File: src/rtl/change_dispenser.sv
// ==== change_dispenser : greedy half-penny / farthing change dispenser FSM ==== Rev 1.0 ====
`default_nettype none

module change_dispenser #(
  parameter int GAP_CYCLES  = 4,
  parameter int ACK_TIMEOUT = 255
) (
  input  logic       i_clk,
  input  logic       i_rst_n,
  input  logic       i_start,
  input  logic [3:0] i_change_q,
  input  logic       i_dispense_ack,
  input  logic       i_fault_clr,
  output logic       o_eject_half,
  output logic       o_eject_farthing,
  output logic       o_busy,
  output logic       o_done,
  output logic       o_fault,
  output logic [3:0] o_remaining,
  output logic [2:0] o_half_count,
  output logic [1:0] o_farthing_count
);

  typedef enum logic [2:0] {
    S_IDLE     = 3'd0,
    S_LOAD     = 3'd1,
    S_EJECT    = 3'd2,
    S_WAIT_ACK = 3'd3,
    S_GAP      = 3'd4,
    S_DONE     = 3'd5,
    S_FAULT    = 3'd6
  } state_t;

  localparam logic [3:0] c_GAP_LAST = 4'(GAP_CYCLES - 1);
  localparam logic [7:0] c_TO_LAST  = 8'(ACK_TIMEOUT - 1);

  state_t     r_state;
  logic       r_eject_half;
  logic       r_eject_farthing;
  logic       r_busy;
  logic       r_done;
  logic       r_fault;
  logic [3:0] r_remaining;
  logic [2:0] r_half_count;
  logic [1:0] r_farthing_count;
  logic [7:0] r_to_cnt;
  logic [3:0] r_gap_cnt;

  logic       w_pick_half;

  // EJECT is only reached with remaining != 0, so a farthing is issued only at remaining == 1
  assign w_pick_half = (r_remaining >= 4'd2);

  always_ff @(posedge i_clk or negedge i_rst_n) begin
    if (!i_rst_n) begin
      r_state          <= S_IDLE;
      r_eject_half     <= 1'b0;
      r_eject_farthing <= 1'b0;
      r_busy           <= 1'b0;
      r_done           <= 1'b0;
      r_fault          <= 1'b0;
      r_remaining      <= 4'd0;
      r_half_count     <= 3'd0;
      r_farthing_count <= 2'd0;
      r_to_cnt         <= 8'd0;
      r_gap_cnt        <= 4'd0;
    end else begin
      r_done <= 1'b0;
      case (r_state)
        S_IDLE: begin
          if (i_start) begin
            r_remaining      <= i_change_q;
            r_half_count     <= 3'd0;
            r_farthing_count <= 2'd0;
            r_busy           <= 1'b1;
            r_state          <= S_LOAD;
          end
        end
        S_LOAD: begin
          if (r_remaining == 4'd0) begin
            r_done  <= 1'b1;
            r_state <= S_DONE;
          end else begin
            r_state <= S_EJECT;
          end
        end
        S_EJECT: begin
          r_eject_half     <= w_pick_half;
          r_eject_farthing <= ~w_pick_half;
          r_to_cnt         <= 8'd0;
          r_state          <= S_WAIT_ACK;
        end
        S_WAIT_ACK: begin
          // Acknowledge is tested first so it wins over a coincident timeout
          if (i_dispense_ack) begin
            r_eject_half     <= 1'b0;
            r_eject_farthing <= 1'b0;
            if (r_eject_half) begin
              r_remaining  <= r_remaining - 4'd2;
              r_half_count <= r_half_count + 3'd1;
            end else begin
              r_remaining      <= r_remaining - 4'd1;
              r_farthing_count <= r_farthing_count + 2'd1;
            end
            r_gap_cnt <= 4'd0;
            r_state   <= S_GAP;
          end else if (r_to_cnt == c_TO_LAST) begin
            r_eject_half     <= 1'b0;
            r_eject_farthing <= 1'b0;
            r_fault          <= 1'b1;
            r_state          <= S_FAULT;
          end else begin
            r_to_cnt <= r_to_cnt + 8'd1;
          end
        end
        S_GAP: begin
          if (r_gap_cnt == c_GAP_LAST) begin
            if (r_remaining == 4'd0) begin
              r_done  <= 1'b1;
              r_state <= S_DONE;
            end else begin
              r_state <= S_EJECT;
            end
          end else begin
            r_gap_cnt <= r_gap_cnt + 4'd1;
          end
        end
        S_DONE: begin
          r_busy  <= 1'b0;
          r_state <= S_IDLE;
        end
        S_FAULT: begin
          if (i_fault_clr) begin
            r_fault <= 1'b0;
            r_busy  <= 1'b0;
            r_state <= S_IDLE;
          end
        end
        default: begin
          r_eject_half     <= 1'b0;
          r_eject_farthing <= 1'b0;
          r_busy           <= 1'b0;
          r_fault          <= 1'b0;
          r_state          <= S_IDLE;
        end
      endcase
    end
  end

  assign o_eject_half     = r_eject_half;
  assign o_eject_farthing = r_eject_farthing;
  assign o_busy           = r_busy;
  assign o_done           = r_done;
  assign o_fault          = r_fault;
  assign o_remaining      = r_remaining;
  assign o_half_count     = r_half_count;
  assign o_farthing_count = r_farthing_count;

endmodule

`default_nettype wire

File: config.mk
export PLATFORM = sky130hd
export DESIGN_NAME = change_dispenser
export DESIGN_NICKNAME = d
export VERILOG_FILES = /design/src/rtl/change_dispenser.sv
export SDC_FILE = /design/constraint.sdc
export NUM_CORES = 1
export LEC_CHECK = 0
export ABC_CLOCK_PERIOD_IN_PS = 4000
export BUFFER_PORTS_ARGS = -buffer_cell sky130_fd_sc_hd__clkbuf_2
export CORE_ASPECT_RATIO = 1.5
export CORE_MARGIN = 1
export CORE_UTILIZATION = 35
export CTS_CLUSTER_DIAMETER = 120
export DETAILED_ROUTE_END_ITERATION = 8
export PLACE_DENSITY = 0.5
export SYNTH_ARGS = -nofsm -noshare
export SYNTH_HDL_FRONTEND = slang
export SYNTH_SLANG_ARGS = --single-unit
export TNS_END_PERCENT = 1
File: constraint.sdc
create_clock -name i_clk -period 4 [get_ports i_clk]
set_input_delay 0.2 -clock i_clk [delete_from_list [all_inputs] [get_ports i_clk]]
set_output_delay 0.2 -clock i_clk [all_outputs]
set_load 0.005 [all_outputs]
==> load_flow_metrics.sql, run 1 <==
INSERT INTO impl_metrics (metric_group, metric, value, unit) VALUES
('status', 'status', 'finished, violations left', ''),
('status', 'failed_checks', 'negative hold slack', ''),
('setup_path', 'worst-path-max-fanout', '22', ''),
('die', 'initial_core_util', '0.367', ''),
('global_route', 'grt_busiest_layer', 'met2', ''),
('die', 'height_of_the_die', '89.3', 'µm'),
('synthesis', 'dominant_combinational_cell_family_by_area_after_synthesis', 'simple AND/OR/NAND/NOR gates', ''),
('clocking', 'cts_hold_buf', '0', ''),
('die', 'fp.dieW', '60.2', 'µm'),
('die', 'floorplan.die_area', '0.00538', 'mm²'),
('route', 'detailedRoute.firstPassIterationCount', '4', ''),
('finish', 'area_growth_syn_to_layout', '12.4', '%'),
('timing', 'hold_viol', '29', ''),
('synthesis', 'synth_enable_flop_cells', '0', ''),
('clocking', 'clockRootBuffer', 'sky130_fd_sc_hd__clkbuf_8', ''),
('timing', 'fin_hold_ws', '-0.0290', 'ns'),
('global_route', 'globalRouteOverflowTotal', '0', ''),
('synthesis', 'synth_cell_type_count', '49', ''),
('clocking', 'total_clock_buffers_created_by_cts', '5', ''),
('clocking', 'tritoncts', 'built', ''),
('synthesis', 'synth-xor-area-share', '0.0197', ''),
('clocking', 'ctsResizeCount', '0', ''),
('clocking', 'cts.sink_count', '29', ''),
('placed_design', 'dp_slack', '2.13', 'ns'),
('synthesis', 'syn_avg_cell_area', '9.41', 'µm²'),
('synthesis', 'synth-compound-area-share', '0.210', ''),
('route', 'number_of_drc_violations_after_detailed_routing_iteration_0', '36', ''),
('setup_path', 'worstRegToRegCells', '4', ''),
('power_and_ir_drop', 'power_density', '680', 'mW/mm²'),
('setup_path', 'source_of_the_worst_register_to_register_timing_path', 'r_state[1]', ''),
('power_and_ir_drop', 'vdd.ir_drop.worst', '0.300', 'mV'),
('timing', 'worst_pin_slew', '0.741', 'ns'),
('global_route', 'all_layer_gr_usage', '0.171', ''),
('synthesis', 'yosysWarnings', '0', ''),
('synthesis', 'yosys.area_share.simple', '0.218', ''),
('route', 'drcViolationCount', '0', ''),
('placed_design', 'finalWeightedCongestion', '0.859', ''),
('timing', 'fin_ws', '2.12', 'ns'),
('global_route', 'met3_usage', '0.0333', ''),
('setup_path', 'critical_path.endpoint_type', 'flop', ''),
('route', 'vias', '1498', ''),
('placed_design', 'hpwlAfterDp', '3040', 'µm'),
('timing', 'achievable-frequency', '532', 'MHz'),
('synthesis', 'synth_fa_ha_area_frac', '0.0626', ''),
('global_route', 'pin_count_of_the_biggest_net_entering_global_routing', '30', ''),
('synthesis', 'postSynth.topFlopCell', 'sky130_fd_sc_hd__dfrtp_1', ''),
('flow_run', 'maxCapViolations', '0', ''),
('synthesis', 'synth.ff_latch_count', '29', ''),
('route', 'route.antenna.remaining_nets', '0', ''),
('synthesis', 'yosysMostFrequentCell', 'sky130_fd_sc_hd__dfrtp_1', ''),
('synthesis', 'synthMuxAreaShare', '0.0239', ''),
('placed_design', 'number_of_buffer_cells_added_on_primary_ports', '22', ''),
('route', 'routed_wirelength', '4080', 'µm'),
('synthesis', 'mappedNetlistArea', '0.00178', 'mm²'),
('global_route', 'grt_util_met1', '0.191', ''),
('synthesis', 'post-synth-top-area-cell', 'sky130_fd_sc_hd__dfrtp_1', ''),
('synthesis', 'syn-num-nets', '206', ''),
('setup_path', 'r2r-end', 'o_farthing_count[0]', ''),
('timing', 'grt_setup_unrepaired', 'no', ''),
('die', 'cell_row_count', '31', ''),
('placed_design', 'cell_total_after_placement', '265', ''),
('worst_hold_path', 'hold_class', 'in -> async', ''),
('clocking', 'clkSlewWorstSetupHoldPaths', '0.07', 'ns'),
('synthesis', 'synthesis.instances', '189', ''),
('clocking', 'insertion_delay', '0.28', 'ns'),
('global_route', 'initial_antenna_violation_count', '0', ''),
('setup_path', 'setup.worst_path.class', 'reg -> reg', ''),
('timing', 'final_min_period_over_clock_period', '0.470', ''),
('setup_path', 'worstSetupStartpointType', 'flop', ''),
('finish', 'final_core_util', '0.413', ''),
('timing', 'drv_slew', '0', '');
-- how the worst max path moves through the flow --
stage / startpoint / endpoint / slack, ns
floorplan: o_remaining[1] / r_state[0] / 2.41
global placement: r_state[1] / o_farthing_count[0] / 2.19
detailed placement: r_state[1] / o_farthing_count[0] / 2.13
CTS: r_state[1] / o_farthing_count[0] / 2.13
global route: r_state[1] / o_remaining[0] / 1.98
finish: r_state[1] / o_farthing_count[0] / 2.12
-- cells in the final DEF, fill, tap and decap left out, types with 3 or more instances in the layout --
cell type / count
sky130_fd_sc_hd__nor2b_1: 5
sky130_fd_sc_hd__nor3_1: 3
sky130_fd_sc_hd__a31oi_1: 3
sky130_fd_sc_hd__and3_1: 3
sky130_fd_sc_hd__clkbuf_8: 7
sky130_fd_sc_hd__ha_1: 8
sky130_fd_sc_hd__inv_1: 8
sky130_fd_sc_hd__nand2_1: 13
sky130_fd_sc_hd__nand3_1: 11
sky130_fd_sc_hd__nor2_1: 15
sky130_fd_sc_hd__xnor2_1: 3
sky130_fd_sc_hd__o21ai_0: 16
sky130_fd_sc_hd__nand2b_1: 5
sky130_fd_sc_hd__a21oi_1: 11
sky130_fd_sc_hd__dfrtp_1: 29
sky130_fd_sc_hd__clkbuf_2: 22
-- critical path, cell delays in order (launching register included) --
cell                      delay [ns]
sky130_fd_sc_hd__dfrtp_1        0.75
sky130_fd_sc_hd__and4b_1        0.47
sky130_fd_sc_hd__a21o_1         0.17
sky130_fd_sc_hd__o21ai_0        0.13
sky130_fd_sc_hd__a22o_1         0.25
-- per-stage QoR --
step                hold slack (ns)  instance area (µm²)
floorplan                   -0.0956                 1780
global placement              0.312                 1900
detailed placement            0.310                 1900
CTS                         0.00391                 2000
global route                 0.0344                 2000
finish                      -0.0290                 2000
-- cell families (layout without fill, tap and decap cells) --
| group | after synthesis | after routing |
|---|---|---|
| compound gates | 54 | 54 |
| simple gates | 69 | 69 |
| fa+ha+maj | 9 | 9 |
| buf+inv | 20 | 38 |
| xor+xnor | 4 | 4 |
| flops | 29 | 29 |
| mux | 4 | 4 |
-- report_power, final --
| group | total (µW) | switching, µW | internal, µW |
|---|---|---|---|
| logic | 535 | 283 | 252 |
| registers | 559 | 179 | 380 |
| clock network | 266 | 111 | 155 |
-- registers in the layout (all words and copies together) (netlist names) --
name	flops
r_state	3
o_farthing_count	2
o_eject_farthing	1
o_eject_half	1
r_to_cnt	8
r_gap_cnt	4
o_fault	1
o_done	1
o_remaining	4
o_half_count	3
o_busy	1
-- routing by layer --
metal	vias to the layer above	wire (µm)
met5	-	0
met2	29	2150
met4	0	89
li1	714	-
met3	11	120
met1	744	1710
-- area by class of cell --
type / instances / area [µm²]
inverters: 8 / 30.0
well taps: 66 / 82.6
multi-input cells: 140 / 951
clock buffers: 7 / 96.3
repair buffers: 22 / 110
flip-flops and latches: 29 / 726
clock inverters: 1 / 5.00
fillers: 511 / 2850
Power figures use the tool's default switching activity.
==> run 2, diff against run 1 <==
- ABC_CLOCK_PERIOD_IN_PS: 4000 -> 1900
- clock period: 4 -> 1.9 ns (I/O delays scaled with it)
==> run 2 against run 1 <==
Core utilization is 1.6 points higher. Critical path depth rose by 2. The flow now finishes without violations. Critical path type unchanged. Combinational power is 140% higher. Final cell count grew 2.9%. Worst hold slack improved by 0.17 ns. Wire length up 1.1%.
==> load_flow_metrics.sql, run 2 (same netlist as run 1, synthesis figures left out) <==
INSERT INTO impl_metrics (metric_group, metric, value, unit) VALUES
('route', 'via_per_inst', '5.23', ''),
('placed_design', 'hpwlAfterDp', '3200', 'µm'),
('setup_path', 'worstSetupStartpointType', 'flop', ''),
('clocking', 'cts-root-to-sink-buffers', '2', ''),
('finish', 'area_of_the_multi_input_gates', '951', 'µm²'),
('global_route', 'grt_util_met1', '0.199', ''),
('finish', 'area_growth_syn_to_layout', '16.8', '%'),
('setup_path', 'cp.required', '2.10', 'ns'),
('finish', 'final-instance-count-excl-fill', '281', ''),
('finish', 'drive_above_1_share', '0.209', ''),
('finish', 'final_nets', '231', ''),
('timing', 'grt_setup_unrepaired', 'no', ''),
('timing', 'max_slew_margin', '0.494', ''),
('worst_hold_path', 'hold_class', 'in -> reg', ''),
('finish', 'post-route-cell-area', '0.00208', 'mm²'),
('timing', 'finalCriticalPeriod', '1.75', 'ns'),
('placed_design', 'dp_slack', '0.169', 'ns'),
('setup_path', 'setup.worst_path.class', 'reg -> reg', ''),
('power_and_ir_drop', 'total_leakage_power', '0.000965', 'µW'),
('global_route', 'globalRouteOverflowTotal', '0', ''),
('clocking', 'cts.sink_count', '29', ''),
('clocking', 'tritoncts', 'built', ''),
('die', 'core_area', '0.00485', 'mm²'),
('clocking', 'insertion_delay', '0.28', 'ns'),
('finish', 'antennaDiodeCount', '0', ''),
('global_route', 'met2_usage', '0.328', ''),
('route', 'drcViolationCount', '0', ''),
('global_route', 'pin_count_of_the_biggest_net_entering_global_routing', '30', ''),
('route', 'routed_wirelength', '4120', 'µm'),
('clocking', 'clock_tree.htree_level_count', '2', ''),
('clocking', 'ctsResizeCount', '0', ''),
('flow_run', 'maxCapViolations', '0', ''),
('global_route', 'all_layer_gr_usage', '0.181', ''),
('global_route', 'met3_usage', '0.0420', ''),
('power_and_ir_drop', 'vdd.ir_drop.worst', '0.595', 'mV'),
('clocking', 'clkSlewWorstSetupHoldPaths', '0.07', 'ns'),
('placed_design', 'cell_total_after_placement', '272', ''),
('global_route', 'number_of_global_route_vias_before_repair', '1548', ''),
('setup_path', 'cp_data_arrival_time', '1.95', 'ns'),
('setup_path', 'cp_top_family', 'adder cells', ''),
('die', 'top_level_ports', '23', ''),
('route', 'route.antenna.remaining_nets', '0', ''),
('global_route', 'grt_first_pass_wirelength', '7180', 'µm'),
('die', 'floorplan.die_area', '0.00538', 'mm²'),
('power_and_ir_drop', 'power_density', '1470', 'mW/mm²'),
('placed_design', 'finalWeightedCongestion', '0.817', ''),
('setup_path', 'cp_num_buf_inv', '1', ''),
('clocking', 'clockRootBuffer', 'sky130_fd_sc_hd__clkbuf_8', ''),
('route', 'detailedRoute.firstPassIterationCount', '4', ''),
('die', 'cell_row_count', '31', ''),
('timing', 'drv_slew', '0', ''),
('power_and_ir_drop', 'p_int', '1840', 'µW'),
('status', 'status', 'finished clean', ''),
('setup_path', 'critical-path-slowest-cell', 'sky130_fd_sc_hd__dfrtp_1', ''),
('timing', 'final_min_period_over_clock_period', '0.920', ''),
('route', 'number_of_drc_violations_after_detailed_routing_iteration_0', '40', ''),
('global_route', 'initial_antenna_violation_count', '0', ''),
('die', 'height_of_the_die', '89.3', 'µm'),
('finish', 'largest-register', 'r_to_cnt', ''),
('power_and_ir_drop', 'clockPowerShare', '0.219', ''),
('setup_path', 'critical_path.endpoint_type', 'flop', ''),
('placed_design', 'placed_area', '0.00195', 'mm²'),
('die', 'initial_core_util', '0.367', ''),
('finish', 'layout_common_cells', '29 x sky130_fd_sc_hd__dfrtp_1, 22 x sky130_fd_sc_hd__clkbuf_2, 16 x sky130_fd_sc_hd__o21ai_0, 15 x sky130_fd_sc_hd__nor2_1, 13 x sky130_fd_sc_hd__nand2_1', ''),
('global_route', 'grt_busiest_layer', 'met2', ''),
('finish', 'num-fill-cells', '497', ''),
('power_and_ir_drop', 'p_seq_frac', '0.361', ''),
('setup_path', 'worst-path-max-fanout', '4', ''),
('timing', 'hold_viol', '0', ''),
('die', 'fp.dieW', '60.2', 'µm'),
('power_and_ir_drop', 'power_switching_share', '0.396', ''),
('setup_path', 'critical_path.max_stage_delay', '0.43', 'ns'),
('power_and_ir_drop', 'total_switching_power', '1210', 'µW'),
('power_and_ir_drop', 'combPwrFrac', '0.420', ''),
('placed_design', 'number_of_buffer_cells_added_on_primary_ports', '22', ''),
('timing', 'worst_pin_slew', '0.758', 'ns'),
('setup_path', 'cp_cell_sequence', 'inv_1, ha_1, nand2b_1, or3_4, maj3_2, a21oi_1', ''),
('finish', 'sequential_cell_area', '726', 'µm²'),
('timing', 'fin_ws', '0.152', 'ns'),
('clocking', 'total_clock_buffers_created_by_cts', '5', ''),
('timing', 'setup-tns-final', '0', 'ns'),
('route', 'route.detailed.wl_per_inst', '14.7', 'µm'),
('timing', 'fin_skew', '0.00664', 'ns'),
('finish', 'largest_register_ffs', '8', ''),
('timing', 'achievable-frequency', '572', 'MHz'),
('route', 'vias', '1469', ''),
('finish', 'mostFrequentLayoutCell', 'sky130_fd_sc_hd__dfrtp_1', ''),
('timing', 'setup_violations', '0', '');
==> run 2: cell count changes in the layout (fill, tap and decap cells not counted), sizes merged <==
cell         before  now
buf               0    7
bufinv            0    1
clkinv            1    0
dlygate4sd3       0    1
==> run 2: metrics by stage <==
stage | util | hold WS (ns) | total power (µW)
2_1_floorplan | - | -0.201 | 1990
3_3_place_gp | 0.403 | 0.194 | 2380
3_5_place_dp | 0.403 | 0.209 | 2420
4_1_cts | 0.429 | 0.132 | 3110
5_1_grt | 0.429 | 0.149 | 3310
6_report | 0.429 | 0.139 | 3050
==> run 2: path summary, 6_finish.rpt <==
path / cells after the start / slack (ns) / to / startpoint
setup / recovery: 6 / 0.15 / r_state[0] / o_remaining[0]
hold / removal: 3 / 0.14 / o_remaining[1] / i_start
setup reg to reg: 6 / 0.15 / r_state[0] / o_remaining[0]
hold reg to reg: 1 / 0.50 / o_farthing_count[1] / o_farthing_count[1]
max in group asynchronous: 2 / 1.00 / r_gap_cnt[0] / i_rst_n
min in group asynchronous: 2 / 0.42 / o_remaining[2] / i_rst_n
==> run 2: metal layers <==
metal  vias to the layer above  share of wire
li1                        729              -
met5                         -              0
met1                       710           0.41
met2                        26           0.55
met4                         0         0.0092
met3                         4          0.033
==> run 2: cell type report <==
cell class,instances,share of cell area
Clock buffer,7,0.0415
Sequential cell,29,0.349
Tap cell,66,0.0397
Timing Repair Buffer,30,0.0831
Multi-Input combinational cell,140,0.458
Clock inverter,1,0.0144
Inverter,8,0.0144
==> run 2: repair_timing <==
action / 4_1_cts / 5_1_grt
endpoints found under the hold margin: 29 / 0
endpoints found under the setup margin: 0 / 0
hold buffers: 1 / 0
setup buffers: 0 / 0
==> run 2: tightest hold or removal path, cell delays in order <==
cell and delay, ns:
sky130_fd_sc_hd__clkbuf_2 0.08, sky130_fd_sc_hd__a21oi_1 0.05, sky130_fd_sc_hd__o22a_1 0.15
==> run 2: power groups by stage <==
stage	logic, µW	registers [µW]	clock network, µW
floorplan	1020	973	0
global placement	1280	1100	0
detailed placement	1310	1120	0
CTS	1310	1110	688
global route	1450	1150	716
finish	1280	1100	669
